File: src/rtl/control_unit.sv
// Multi-cycle fetch/decode/execute sequencer for the 16-bit accumulator machine.
// Owns PC/IR/MAR/MBR/ACC and drives the registered-read memory and the combinational ALU.
module control_unit #(
  parameter logic [11:0] RESET_PC = 12'h000
) (
  input  logic        clk,
  input  logic        reset,
  input  logic        run,
  input  logic [15:0] mem_rdata,
  input  logic [15:0] alu_result,
  output logic [15:0] mem_addr,
  output logic [15:0] mem_wdata,
  output logic        mem_we,
  output logic [3:0]  alu_opcode,
  output logic [15:0] alu_a,
  output logic [15:0] alu_b,
  output logic [11:0] pc,
  output logic [15:0] acc,
  output logic [15:0] ir,
  output logic        halted,
  output logic [3:0]  dbg_state
);

  typedef enum logic [3:0] {
    S_FETCH_A = 4'd0,
    S_FETCH_W = 4'd1,
    S_FETCH_R = 4'd2,
    S_DECODE  = 4'd3,
    S_EXEC_W  = 4'd4,
    S_EXEC_R  = 4'd5,
    S_EXEC_WB = 4'd6,
    S_STORE_W = 4'd7,
    S_HALTED  = 4'd8
  } state_e;

  localparam logic [3:0] OP_HALT  = 4'h0;
  localparam logic [3:0] OP_LOAD  = 4'h1;
  localparam logic [3:0] OP_STORE = 4'h2;
  localparam logic [3:0] OP_ADD   = 4'h3;
  localparam logic [3:0] OP_SUB   = 4'h4;
  localparam logic [3:0] OP_AND   = 4'h5;
  localparam logic [3:0] OP_OR    = 4'h6;
  localparam logic [3:0] OP_XOR   = 4'h7;
  localparam logic [3:0] OP_SHL   = 4'h8;
  localparam logic [3:0] OP_SHR   = 4'h9;
  localparam logic [3:0] OP_JUMP  = 4'hA;
  localparam logic [3:0] OP_JZ    = 4'hB;
  localparam logic [3:0] OP_JNZ   = 4'hC;
  localparam logic [3:0] OP_LOADI = 4'hD;

  state_e      state_q, state_d;
  logic [11:0] pc_q, pc_d;
  logic [15:0] ir_q, ir_d;
  logic [11:0] mar_q, mar_d;
  logic [15:0] mbr_q, mbr_d;
  logic [15:0] acc_q, acc_d;

  logic [3:0]  op;
  logic [11:0] addr;

  assign op   = ir_q[15:12];
  assign addr = ir_q[11:0];

  always_ff @(posedge clk) begin
    if (reset) begin
      state_q <= S_FETCH_A;
      pc_q    <= RESET_PC;
      ir_q    <= '0;
      mar_q   <= '0;
      mbr_q   <= '0;
      acc_q   <= '0;
    end else begin
      state_q <= state_d;
      pc_q    <= pc_d;
      ir_q    <= ir_d;
      mar_q   <= mar_d;
      mbr_q   <= mbr_d;
      acc_q   <= acc_d;
    end
  end

  always_comb begin
    state_d = state_q;
    pc_d    = pc_q;
    ir_d    = ir_q;
    mar_d   = mar_q;
    mbr_d   = mbr_q;
    acc_d   = acc_q;
    case (state_q)
      // MAR only moves when the fetch actually starts, so a stall changes nothing.
      S_FETCH_A: begin
        if (run) begin
          mar_d   = pc_q;
          state_d = S_FETCH_W;
        end
      end
      S_FETCH_W: state_d = S_FETCH_R;
      S_FETCH_R: begin
        ir_d    = mem_rdata;
        pc_d    = pc_q + 12'd1;
        state_d = S_DECODE;
      end
      S_DECODE: begin
        mar_d   = addr;
        state_d = S_FETCH_A;
        case (op)
          OP_HALT:  state_d = S_HALTED;
          OP_LOAD, OP_ADD, OP_SUB, OP_AND, OP_OR, OP_XOR: state_d = S_EXEC_W;
          OP_STORE: state_d = S_STORE_W;
          OP_SHL, OP_SHR: acc_d = alu_result;
          OP_JUMP:  pc_d = addr;
          OP_JZ:    if (acc_q == 16'h0000) pc_d = addr;
          OP_JNZ:   if (acc_q != 16'h0000) pc_d = addr;
          OP_LOADI: acc_d = {4'b0000, addr};
          default:  state_d = S_FETCH_A;
        endcase
      end
      S_EXEC_W: state_d = S_EXEC_R;
      S_EXEC_R: begin
        mbr_d   = mem_rdata;
        state_d = S_EXEC_WB;
      end
      S_EXEC_WB: begin
        acc_d   = (op == OP_LOAD) ? mbr_q : alu_result;
        state_d = S_FETCH_A;
      end
      S_STORE_W: state_d = S_FETCH_A;
      S_HALTED:  state_d = S_HALTED;
      default:   state_d = S_FETCH_A;
    endcase
  end

  always_comb begin
    mem_we    = (state_q == S_STORE_W) && !reset;
    halted    = (state_q == S_HALTED);
    dbg_state = state_q;
    case (op)
      OP_ADD:  alu_opcode = 4'b0000;
      OP_SUB:  alu_opcode = 4'b0001;
      OP_AND:  alu_opcode = 4'b1000;
      OP_OR:   alu_opcode = 4'b1001;
      OP_XOR:  alu_opcode = 4'b1010;
      OP_SHL:  alu_opcode = 4'b0100;
      OP_SHR:  alu_opcode = 4'b0101;
      default: alu_opcode = 4'b0000;
    endcase
  end

  assign mem_addr  = {4'b0000, mar_q};
  assign mem_wdata = acc_q;
  assign alu_a     = acc_q;
  assign alu_b     = mbr_q;
  assign pc        = pc_q;
  assign acc       = acc_q;
  assign ir        = ir_q;

endmodule

File: config.mk
export PLATFORM = sky130hd
export DESIGN_NAME = control_unit
export DESIGN_NICKNAME = d
export VERILOG_FILES = /design/src/rtl/control_unit.sv
export SDC_FILE = /design/constraint.sdc
export NUM_CORES = 1
export LEC_CHECK = 0
export CORE_ASPECT_RATIO = 1.75
export CORE_MARGIN = 4
export CORE_UTILIZATION = 40
export DETAILED_ROUTE_END_ITERATION = 12
export PLACE_DENSITY = 0.74
export SYNTH_ARGS = -nofsm -noshare
export SYNTH_HDL_FRONTEND = slang
export SYNTH_SLANG_ARGS = --single-unit
File: constraint.sdc
create_clock -name clk -period 6.35 [get_ports clk]
set_clock_uncertainty 0.2 [all_clocks]
set_input_delay 1.27 -clock clk [delete_from_list [all_inputs] [get_ports clk]]
set_output_delay 1.27 -clock clk [all_outputs]
set_load 0.01 [all_outputs]
After elaboration in Yosys (flattened, before gate mapping)
Index checks and enable logic that the tools add are counted.
Word-level totals
  register bits after elaboration: 76
  latch bits: 0
  bits in writable memories: 0
  ROM bits: 0
  logic and storage cells: 60
  memories: 0
Cells by class
  add/sub/neg operators: 1
  multipliers: 0
  divide/modulo/power cells: 0
  order comparisons: 0
  equality and inequality tests: 26
  shift operators: 0
  multiplexer cells: 13
  bitwise logic cells: 0
  reduce and logical (&&, ||, !) cells: 14
Operator list (count)
  $pmux 16 s2: 2
  $pmux 12 s2: 2
  $mux 12: 3
  $pmux 12 s3: 1
  $eq 4x3->1 const B: 8
  $eq 4x4->1 const B: 7
  $pmux 4 s7: 1
  $pmux 4 s6: 1
  $eq 4x2->1 const B: 4
  $logic_not 16->1: 1
  $mux 16: 1
  $reduce_bool 16->1: 1
  $add 12x1->12 const B: 1
  $pmux 4 s3: 1
  $eq 4x1->1 const B: 2
  $logic_not 4->1: 2
  $ne 3x3->1 const B: 2
  $reduce_bool 2->1: 3
  $reduce_or 6->1: 1
  $mux 4: 1
  $ne 4x2->1 const B: 1
  $reduce_and 2->1: 2
  $reduce_and 4->1: 1
  $ne 3x1->1 const B: 1
  4 further kinds: 4

Longest topological paths before layout
Gate-level depths: netlist of the first run.
  depth after elaboration: 4
  mapped depth: 8
  gate-level depth less buffers: 6

Worst setup path after synthesis of the first run
Ideal clock, no wire load.
  path type: in2out
  from: input reset
  to: output mem_we
  arrival time: 2.139 ns
  setup slack: 2.741 ns
  stages on the path: 3
  path buffers: 2
  cells stage by stage: clkbuf_1 clkbuf_1 nor4b_1
Between the ends
  longest elaborated chain between the ends: 2
RTL lines
  from (decl): RTL line 7  | input logic reset,
  $logic_not 1->1: RTL line 134  | mem_we = (state_q == S_STORE_W) && !reset;
  $logic_and 1x1->1: RTL line 134
  to (decl): RTL line 13  | output logic mem_we,
No other way between the ends.

Worst setup path after layout of the first run
Same ends and word-level chain as after synthesis.

==> run_results.csv, run 1 <==
group,metric,value,unit
status,run_status,"completed",
routing,wl_per_cell,17.57,um
yosys,ys_types,56,
cts,post-cts-setup-buffers,0,
sta,rsz0062_at_grt,"no",
cts,path_clk_slew,0.06,ns
setup_path,worstPathArrival,2.24,ns
die,start_util,0.4103,
sta,relSlewSlack,0.1182,
sta,hold_viol_final,0,
yosys,avgSynthCellArea,7.961,um2
pwr,ir_drop,0.1728,mV
setup_path,critPathKind,"in2out",
layout,final_common_cell,"clkdlybuf4s50_1",
sta,tightest_slew,1.318,ns
grt,grt_start_max_net_pins,74,
place,port-buffer-count,148,
place,detailed_place_hpwl,9084,um
yosys,synth_edf_count,0,
cts,cts.sinks,76,
yosys,synthSimpleGateAreaFrac,0.2308,
layout,final_util,0.5781,
place,gp_congestion,0.8574,
setup_path,reg2reg_to,"acc[2]",
yosys,synth_area,3909,um2
sta,fin_crit,3.714,ns
die,floorplan.rows,47,
cts,cts_tree,"yes",
yosys,synth_xor_area_frac,0,
grt,gr-total-overflow,0,
grt,antenna_found_initial,0,
setup_path,worstSetupStartpointType,"input pin",
yosys,synth-compound-area-share,0.2260,
cts,cts-root-buf,"clkbuf_16",
cts,ctsHoldBuffers,0,
pwr,power_density,225.5,nW/um2
setup_path,r2r-start,"dbg_state[2]",
yosys,muxShareOfSynthArea,0.03585,
setup_path,worstPathRequired,4.88,ns
routing,routed_via_density,5.605,
setup_path,reg2reg_depth,5,
setup_path,reg2reg_slack,3.43,ns
yosys,synth-async-reset-ratio,0,
setup_path,endpoint,"mem_we",
die,fp.dieW,82.73,um
cts,clk_latency,0.34,ns
layout,fin_nets,621,
yosys,ys_warn_count,0,
min_path,hp-class,"reg2reg",
yosys,ys_seq_area_frac,0.3892,
grt,grt_pass1_wl,20220,um
sta,timing.fmax,269.3,MHz
routing,vias,3991,
min_path,worstHoldStart,"alu_b[6]",
sta,post-route-period-util,0.5849,
setup_path,cp-end-kind,"output port",
setup_path,crit_path_max_fanout,2,
die,coreArea,9527,um2
die,design.die.area,11480,um2
layout,n_antenna_cell,0,
min_path,hold_path_depth,2,
sta,tns,0,ns
routing,firstDrtPassIters,5,
run,cap_violations,0,
yosys,synth_top_family_by_area,"simple AND/OR/NAND/NOR gates",
pwr,total_power,1.242,mW
routing,ant_nets,0,
yosys,synth_fa_ha_area_frac,0.003201,
grt,grt_usage,0.2260,
pwr,leakage,1.814,nW
cts,h-tree-depth,3,
sta,setup-violations-final,0,
grt,grt_pass1_vias,3962,
layout,layout_common_cells,"clkdlybuf4s50_1, nand2_1, dfxtp_1",
yosys,netlist_instances,491,
layout,drive_gt1_frac,0.05763,
place,dp_cells,696,
die,die_h,138.8,um
layout,fill_cells,899,
die,ios,153,
layout,synthToLayoutAreaGrowth,40.91,%
cts,cts_buffers,9,
cts,cts_resized,0,
cts,clockBufferDepth,2,
setup_path,startpoint,"reset",
routing,routed_wl,12510,um
routing,drc,0,
routing,first_iter_violations,197,
yosys,synth-seq-cells,76,
yosys,synth_flop_cell,"dfxtp_1",
layout,fin_cells,712,
sta,maxSlewViolCount,0,
-- power breakdown --
part	switching [mW]	total, mW	internal, mW	leakage [nW]
sequential	0.0284	0.520	0.491	0.613
clock	0.198	0.573	0.375	0.169
combinational	0.0741	0.149	0.0751	1.03
total	0.301	1.24	0.941	1.81
-- per-stage QoR --
stage	hold slack [ns]	instance area [um2]	setup slack, ns
after floorplan	0.2926	3920	2.741
after global placement	0.2572	5171	2.638
after detailed placement	0.2681	5171	2.634
after CTS	0.2759	5508	2.625
after global routing	0.2982	5508	2.568
final	0.2773	5508	2.636
-- metal layers --
metal  vias up  part of all wire  global-route usage
li1       1912                 -                   -
met1      1876              0.38              0.2637
met3        30             0.062             0.04551
met4         0             0.039              0.1102
met2       173              0.52              0.3811
met5         -                 0                   0
-- cell usage after synthesis, drive strengths merged, types with 5 or more instances --
library cell  instances  area (um2)
clkbuf               21       78.83
nand3                 5       25.02
dfxtp                76        1521
nand2b                8       50.05
o311ai                7       61.31
nor4                  6       37.54
mux2                  5       60.05
mux2i                 8       80.08
a211oi               10       75.07
nor2                 33       123.9
nor3                 11       55.05
o21ai                 6       30.02
o22a                 12       105.1
a21oi                57       285.3
nand2                99       371.6
buf                  52       351.6
o31ai                 8       60.06
o211ai               13       97.59
-- registers in the layout, indices dropped and copies added (netlist names) --
register / count
acc: 16
alu_b: 16
ir: 16
mar_q: 12
pc: 12
dbg_state: 4
-- logic make-up (layout without fill, tap and decap cells) --
family,after synthesis,after routing
AOI/OAI and AO/OA,132,132
adders and majority gates,1,1
buffers and inverters,77,173
DFF,76,76
muxes,13,13
other,1,4
and+or+nand+nor,191,191
-- critical path, cell delays in order --
cell and delay, ns:
buf_2 0.10, nor4b_1 0.28, clkdlybuf4s50_1 0.59
-- how the worst min path moves through the flow --
stage and endpoint:
2_1_floorplan alu_b[12], 3_3_place_gp alu_b[10], 3_5_place_dp alu_b[6], 6_report alu_b[6], 5_1_grt alu_b[6], 4_1_cts alu_b[6]
-- area by class of cell --
class / instances / area (um2) / area share
timing repair buffer: 153 / 1514 / 0.2749
sequential: 76 / 1521 / 0.2762
multi-input combinational: 341 / 1968 / 0.3573
clock inverter: 4 / 70.07 / 0.01272
tap: 122 / 152.6 / 0.02771
inverter: 4 / 15.01 / 0.002726
clock buffer: 12 / 266.5 / 0.04839
(Power assumes the default switching activity.)
==> run 2, diff against run 1 <==
--- a/config.mk
+++ b/config.mk
@@ -9,7 +9,7 @@
 export CORE_MARGIN = 4
 export CORE_UTILIZATION = 40
 export DETAILED_ROUTE_END_ITERATION = 12
-export PLACE_DENSITY = 0.74
+export PLACE_DENSITY = 0.77
 export SYNTH_ARGS = -nofsm -noshare
 export SYNTH_HDL_FRONTEND = slang
 export SYNTH_SLANG_ARGS = --single-unit
==> constraint.sdc (replaced) <==
create_clock -name clk -period 3.2 [get_ports clk]
set_clock_uncertainty 0.2 [all_clocks]
set_input_delay 0.64 -clock clk [delete_from_list [all_inputs] [get_ports clk]]
set_output_delay 0.64 -clock clk [all_outputs]
set_load 0.01 [all_outputs]
==> run 2 against run 1 <==
  * Global-route usage hardly changed
  * Utilization down 0.11 points
  * Count of clock-buffer cells in the layout is the same
  * Clock power up 82%
  * Critical path type is now reg2out
  * Flip-flop and latch count stayed put
  * Sequential power up 98%
  * Sequential share of layout area is 0.050 points higher
  * Critical endpoint is now halted
  * Highest routed layer unchanged
  * Largest power group unchanged
==> run_results.csv, run 2 (same netlist as run 1, synthesis figures left out) <==
group,metric,value,unit
status,run_status,"completed",
routing,ant_nets,0,
sta,timing.final.ws_setup,0.2698,ns
cts,cts_tree,"yes",
pwr,ir_drop,0.3582,mV
cts,h-tree-depth,3,
routing,routed_via_density,5.614,
cts,cts.sinks,76,
pwr,leakage,1.809,nW
min_path,hold_end,"alu_b[9]",
cts,clockBufferDepth,2,
min_path,hold_path_depth,2,
pwr,power.share.combinational,0.127,
grt,grt_usage,0.2264,
pwr,p_seq_frac,0.435,
place,port-buffer-count,148,
place,detailed_place_hpwl,9063,um
die,start_util,0.4103,
pwr,power_density,431.3,nW/um2
layout,drive_gt1_frac,0.06071,
setup_path,reg2reg_to,"acc[2]",
cts,path_clk_slew,0.06,ns
die,coreArea,9527,um2
cts,post-cts-setup-buffers,0,
layout,layout_common_cells,"clkdlybuf4s50_1, nand2_1, dfxtp_1",
layout,n_antenna_cell,0,
sta,hold_viol_final,0,
setup_path,cp-end-kind,"output port",
setup_path,worstPathRequired,2.36,ns
die,ios,153,
setup_path,crit_path_max_fanout,13,
pwr,p_switching,598.5,uW
setup_path,worstPathArrival,2.09,ns
sta,timing.fmax,341.3,MHz
routing,vias,4014,
pwr,p_int,1.773,mW
sta,tightest_slew,0.7887,ns
routing,first_iter_violations,322,
layout,synthToLayoutAreaGrowth,40.65,%
setup_path,cpLargestDelayFamily,"buffers and inverters",
die,die_h,138.8,um
sta,relSlewSlack,0.4742,
grt,grt_pass1_vias,4036,
routing,firstDrtPassIters,5,
run,cap_violations,0,
cts,cts-root-buf,"clkbuf_16",
pwr,sw_frac_of_total,0.2524,
die,design.die.area,11480,um2
pwr,total_power,2.371,mW
min_path,hp-class,"reg2reg",
setup_path,path_buf_inv,2,
cts,cts_buffers,9,
pwr,clock_power_share,0.438,
grt,grt_pass1_wl,20420,um
routing,drc,0,
routing,wl_per_cell,17.46,um
grt,grt_start_max_net_pins,74,
routing,routed_wl,12490,um
setup_path,reg2reg_depth,5,
cts,clk_latency,0.34,ns
die,floorplan.rows,47,
sta,tns,0,ns
setup_path,reg2reg_slack,0.41,ns
cts,cts_resized,0,
grt,gr-total-overflow,0,
sta,post-route-period-util,0.9157,
layout,final_common_cell,"clkdlybuf4s50_1",
setup_path,r2r-start,"dbg_state[2]",
sta,maxSlewViolCount,0,
place,place_ws,0.4331,ns
setup_path,crit_chain,"inv_1 > nor4_1 > clkdlybuf4s50_1",
die,fp.dieW,82.73,um
min_path,worstHoldStart,"alu_b[9]",
grt,antenna_found_initial,0,
setup_path,cpPeakStageDelay,0.63,ns
layout,fin_nets,624,
sta,setup-violations-final,0,
sta,fin_crit,2.930,ns
cts,ctsHoldBuffers,0,
sta,rsz0062_at_grt,"no",
place,gp_congestion,0.8447,
setup_path,critPathSlowestCell,"clkdlybuf4s50_1",
setup_path,worstSetupStartpointType,"flip-flop",
setup_path,critPathKind,"reg2out",
## run 2: worst max path at each step
| stage | endpoint | cells past startpoint | slack [ns] | from |
|---|---|---|---|---|
| floorplan | mem_we | 3 | 0.85 | reset |
| global placement | acc[11] | 5 | 0.52 | dbg_state[2] |
| detailed placement | acc[0] | 5 | 0.43 | dbg_state[2] |
| CTS | mem_we | 3 | 0.25 | dbg_state[0] |
| global route | mem_we | 3 | 0.09 | dbg_state[0] |
| finish | halted | 3 | 0.27 | dbg_state[3] |
## run 2: worst register-to-register path: stages, from the launching register on
cell and delay, ns:
dfxtp_1 0.66, and4bb_2 0.35, or4b_1 0.71, nand2_1 0.45, o211ai_1 0.16, a21oi_1 0.19
## run 2: area by class of cell
type | instances | area (um2)
Multi-Input combinational cell | 341 | 1968
Clock buffer | 12 | 256.5
Tap cell | 122 | 152.6
Timing Repair Buffer | 156 | 1536
Inverter | 4 | 15.01
Clock inverter | 4 | 47.55
Sequential cell | 76 | 1521
Fill cell | 865 | 4029
## run 2: power by group through the flow
stage | Combinational [mW] | Sequential, mW | Clock (mW)
final | 0.301 | 1.03 | 1.04
after global routing | 0.326 | 1.04 | 1.07
after CTS | 0.302 | 1.03 | 1.05
after detailed placement | 0.301 | 1.05 | 0
after global placement | 0.296 | 1.05 | 0
after floorplan | 0.164 | 1.03 | 0
## run 2: per-stage QoR
step                      std cells  instance area [um2]  utilization  hold WS (ns)
after floorplan                 494                 3920            -        0.2926
after global placement          699                 5194       0.5452        0.2564
after detailed placement        699                 5194       0.5452        0.2649
after CTS                       715                 5498       0.5771        0.2758
after global routing            715                 5498       0.5771        0.3071
final                           715                 5498       0.5771        0.2746
## run 2: layer usage
metal,up-vias,part of all wire,global-route usage
met4,0,0.036,0.1137
met3,32,0.059,0.03641
li1,1906,-,-
met2,191,0.52,0.3824
met5,-,0,0
met1,1885,0.39,0.2679
==> run 3, diff against run 2 <==
--- a/config.mk
+++ b/config.mk
@@ -10,6 +10,7 @@
 export CORE_UTILIZATION = 40
 export DETAILED_ROUTE_END_ITERATION = 12
 export PLACE_DENSITY = 0.77
+export RECOVER_POWER = 25
 export SYNTH_ARGS = -nofsm -noshare
 export SYNTH_HDL_FRONTEND = slang
 export SYNTH_SLANG_ARGS = --single-unit
==> run 3 against run 2 <==
  * The flow now finishes with violations (capacitance limit, slew limit)
  * First-iteration DRC count fell by 9.0%
  * Largest cell class unchanged
  * Clock power barely moved
  * Critical path type unchanged
  * Sequential share of layout area barely moved
  * Die area did not move
  * Total power fell by 0.13%
  * Critical path depth did not move
  * Final area barely moved
  * Count of clock-buffer cells in the layout did not move
  * Cell count did not move
  * Via count barely moved
==> run_results.csv, run 3 (same netlist as run 1, synthesis figures left out) <==
group,metric,value,unit
grt,grt_usage,0.2264,
status,failed_checks,"capacitance limit, slew limit",
die,fp.dieW,82.73,um
cts,h-tree-depth,3,
place,placed_cell_area,5194,um2
routing,first_iter_violations,293,
cts,ctsHoldBuffers,0,
layout,final_common_cell,"clkdlybuf4s50_1",
sta,tightest_slew,1.565,ns
place,detailed_place_hpwl,9063,um
routing,met1_length,4780,um
grt,grt_pass1_wl,20420,um
status,run_status,"finished, violations left",
cts,clk_latency,0.34,ns
die,design.die.area,11480,um2
setup_path,worstPathRequired,2.36,ns
cts,cts_tree,"yes",
layout,final_util,0.5768,
run,cap_violations,1,
setup_path,worstPathArrival,2.10,ns
cts,cts_buffers,9,
routing,drc,0,
place,port-buffer-count,148,
cts,cts_resized,0,
routing,routed_wl,12530,um
routing,route.met2.wl,6534,um
routing,maxUsedRoutingLayer,"met4",
routing,wl_met3,797,um
setup_path,critPathSlowestCell,"dfxtp_1",
routing,wl_per_cell,17.52,um
layout,post-route-cell-area,5495,um2
sta,relSlewSlack,-0.04331,
cts,clockBufferDepth,2,
min_path,hp-class,"reg2reg",
cts,path_clk_slew,0.06,ns
layout,fin_nets,624,
sta,timing.final.ws_setup,0.2637,ns
layout,layout_common_cells,"clkdlybuf4s50_1, nand2_1, dfxtp_1",
sta,timing.fmax,340.6,MHz
routing,firstDrtPassIters,5,
routing,vias,4015,
sta,rsz0062_at_grt,"no",
die,start_util,0.4103,
grt,grt_pass1_vias,4036,
grt,antenna_found_initial,0,
grt,grt_start_max_net_pins,74,
place,gp_congestion,0.8447,
pwr,total_power,2.368,mW
routing,routed_via_density,5.615,
die,die_h,138.8,um
sta,tns,0,ns
pwr,power_density,430.9,nW/um2
place,place_ws,0.4331,ns
setup_path,worstSetupStartpointType,"flip-flop",
place,dp_cells,699,
setup_path,critPathKind,"reg2out",
sta,maxSlewViolCount,74,
cts,post-cts-setup-buffers,0,
layout,fin_cells,715,
pwr,ir_drop,0.3572,mV
layout,n_antenna_cell,0,
die,ios,153,
cts,cts.sinks,76,
setup_path,crit_chain,"nand2_1 > nor4b_1 > clkdlybuf4s50_1",
layout,drive_gt1_frac,0.06071,
die,floorplan.rows,47,
pwr,leakage,1.910,nW
routing,ant_nets,0,
setup_path,crit_path_max_fanout,16,
sta,hold_viol_final,0,
layout,synthToLayoutAreaGrowth,40.59,%
sta,post-route-period-util,0.9176,
sta,fin_crit,2.936,ns
die,coreArea,9527,um2
setup_path,cp-end-kind,"output port",
sta,whs,0.2732,ns
sta,setup-violations-final,0,
cts,cts-root-buf,"clkbuf_16",
grt,gr-total-overflow,0,
setup_path,cpPeakStageDelay,0.69,ns
[run 3: cell count changes in the layout (fill, tap and decap cells not counted), sizes merged]
cell           change
buf                -1
clkbuf             +1
clkdlybuf4s50     -29
dlygate4sd3       +29
[run 3: cell type report]
cell class	count	area (um2)
clock inverter	4	47.55
tap	122	152.6
fill	866	4031
multi-input combinational	341	1968
timing repair buffer	156	1534
inverter	4	15.01
clock buffer	12	256.5
sequential	76	1521
[run 3: worst paths after layout]
check | from | cells past startpoint | endpoint | slack (ns)
max | dbg_state[0] | 3 | mem_we | 0.26
min | alu_b[9] | 2 | alu_b[9] | 0.27
min reg2reg | alu_b[9] | 2 | alu_b[9] | 0.27
max reg2reg | dbg_state[2] | 5 | acc[2] | 0.37
[run 3: critical path: cells and delay by family (launching register included)]
| kind | cells | cell delay (ns) |
|---|---|---|
| flops | 1 | 0.69 |
| buf+inv | 1 | 0.61 |
| simple gates | 2 | 0.45 |
[run 3: power by group]
part           switching [mW]  internal (mW)
clock network           0.395          0.644
logic                   0.147          0.151
registers              0.0562          0.975
[run 3: metal layers]
layer,vias up,GRT usage
li1,1906,-
met1,1887,0.2679
met2,196,0.3824
met3,26,0.03641
met4,0,0.1137
met5,-,0
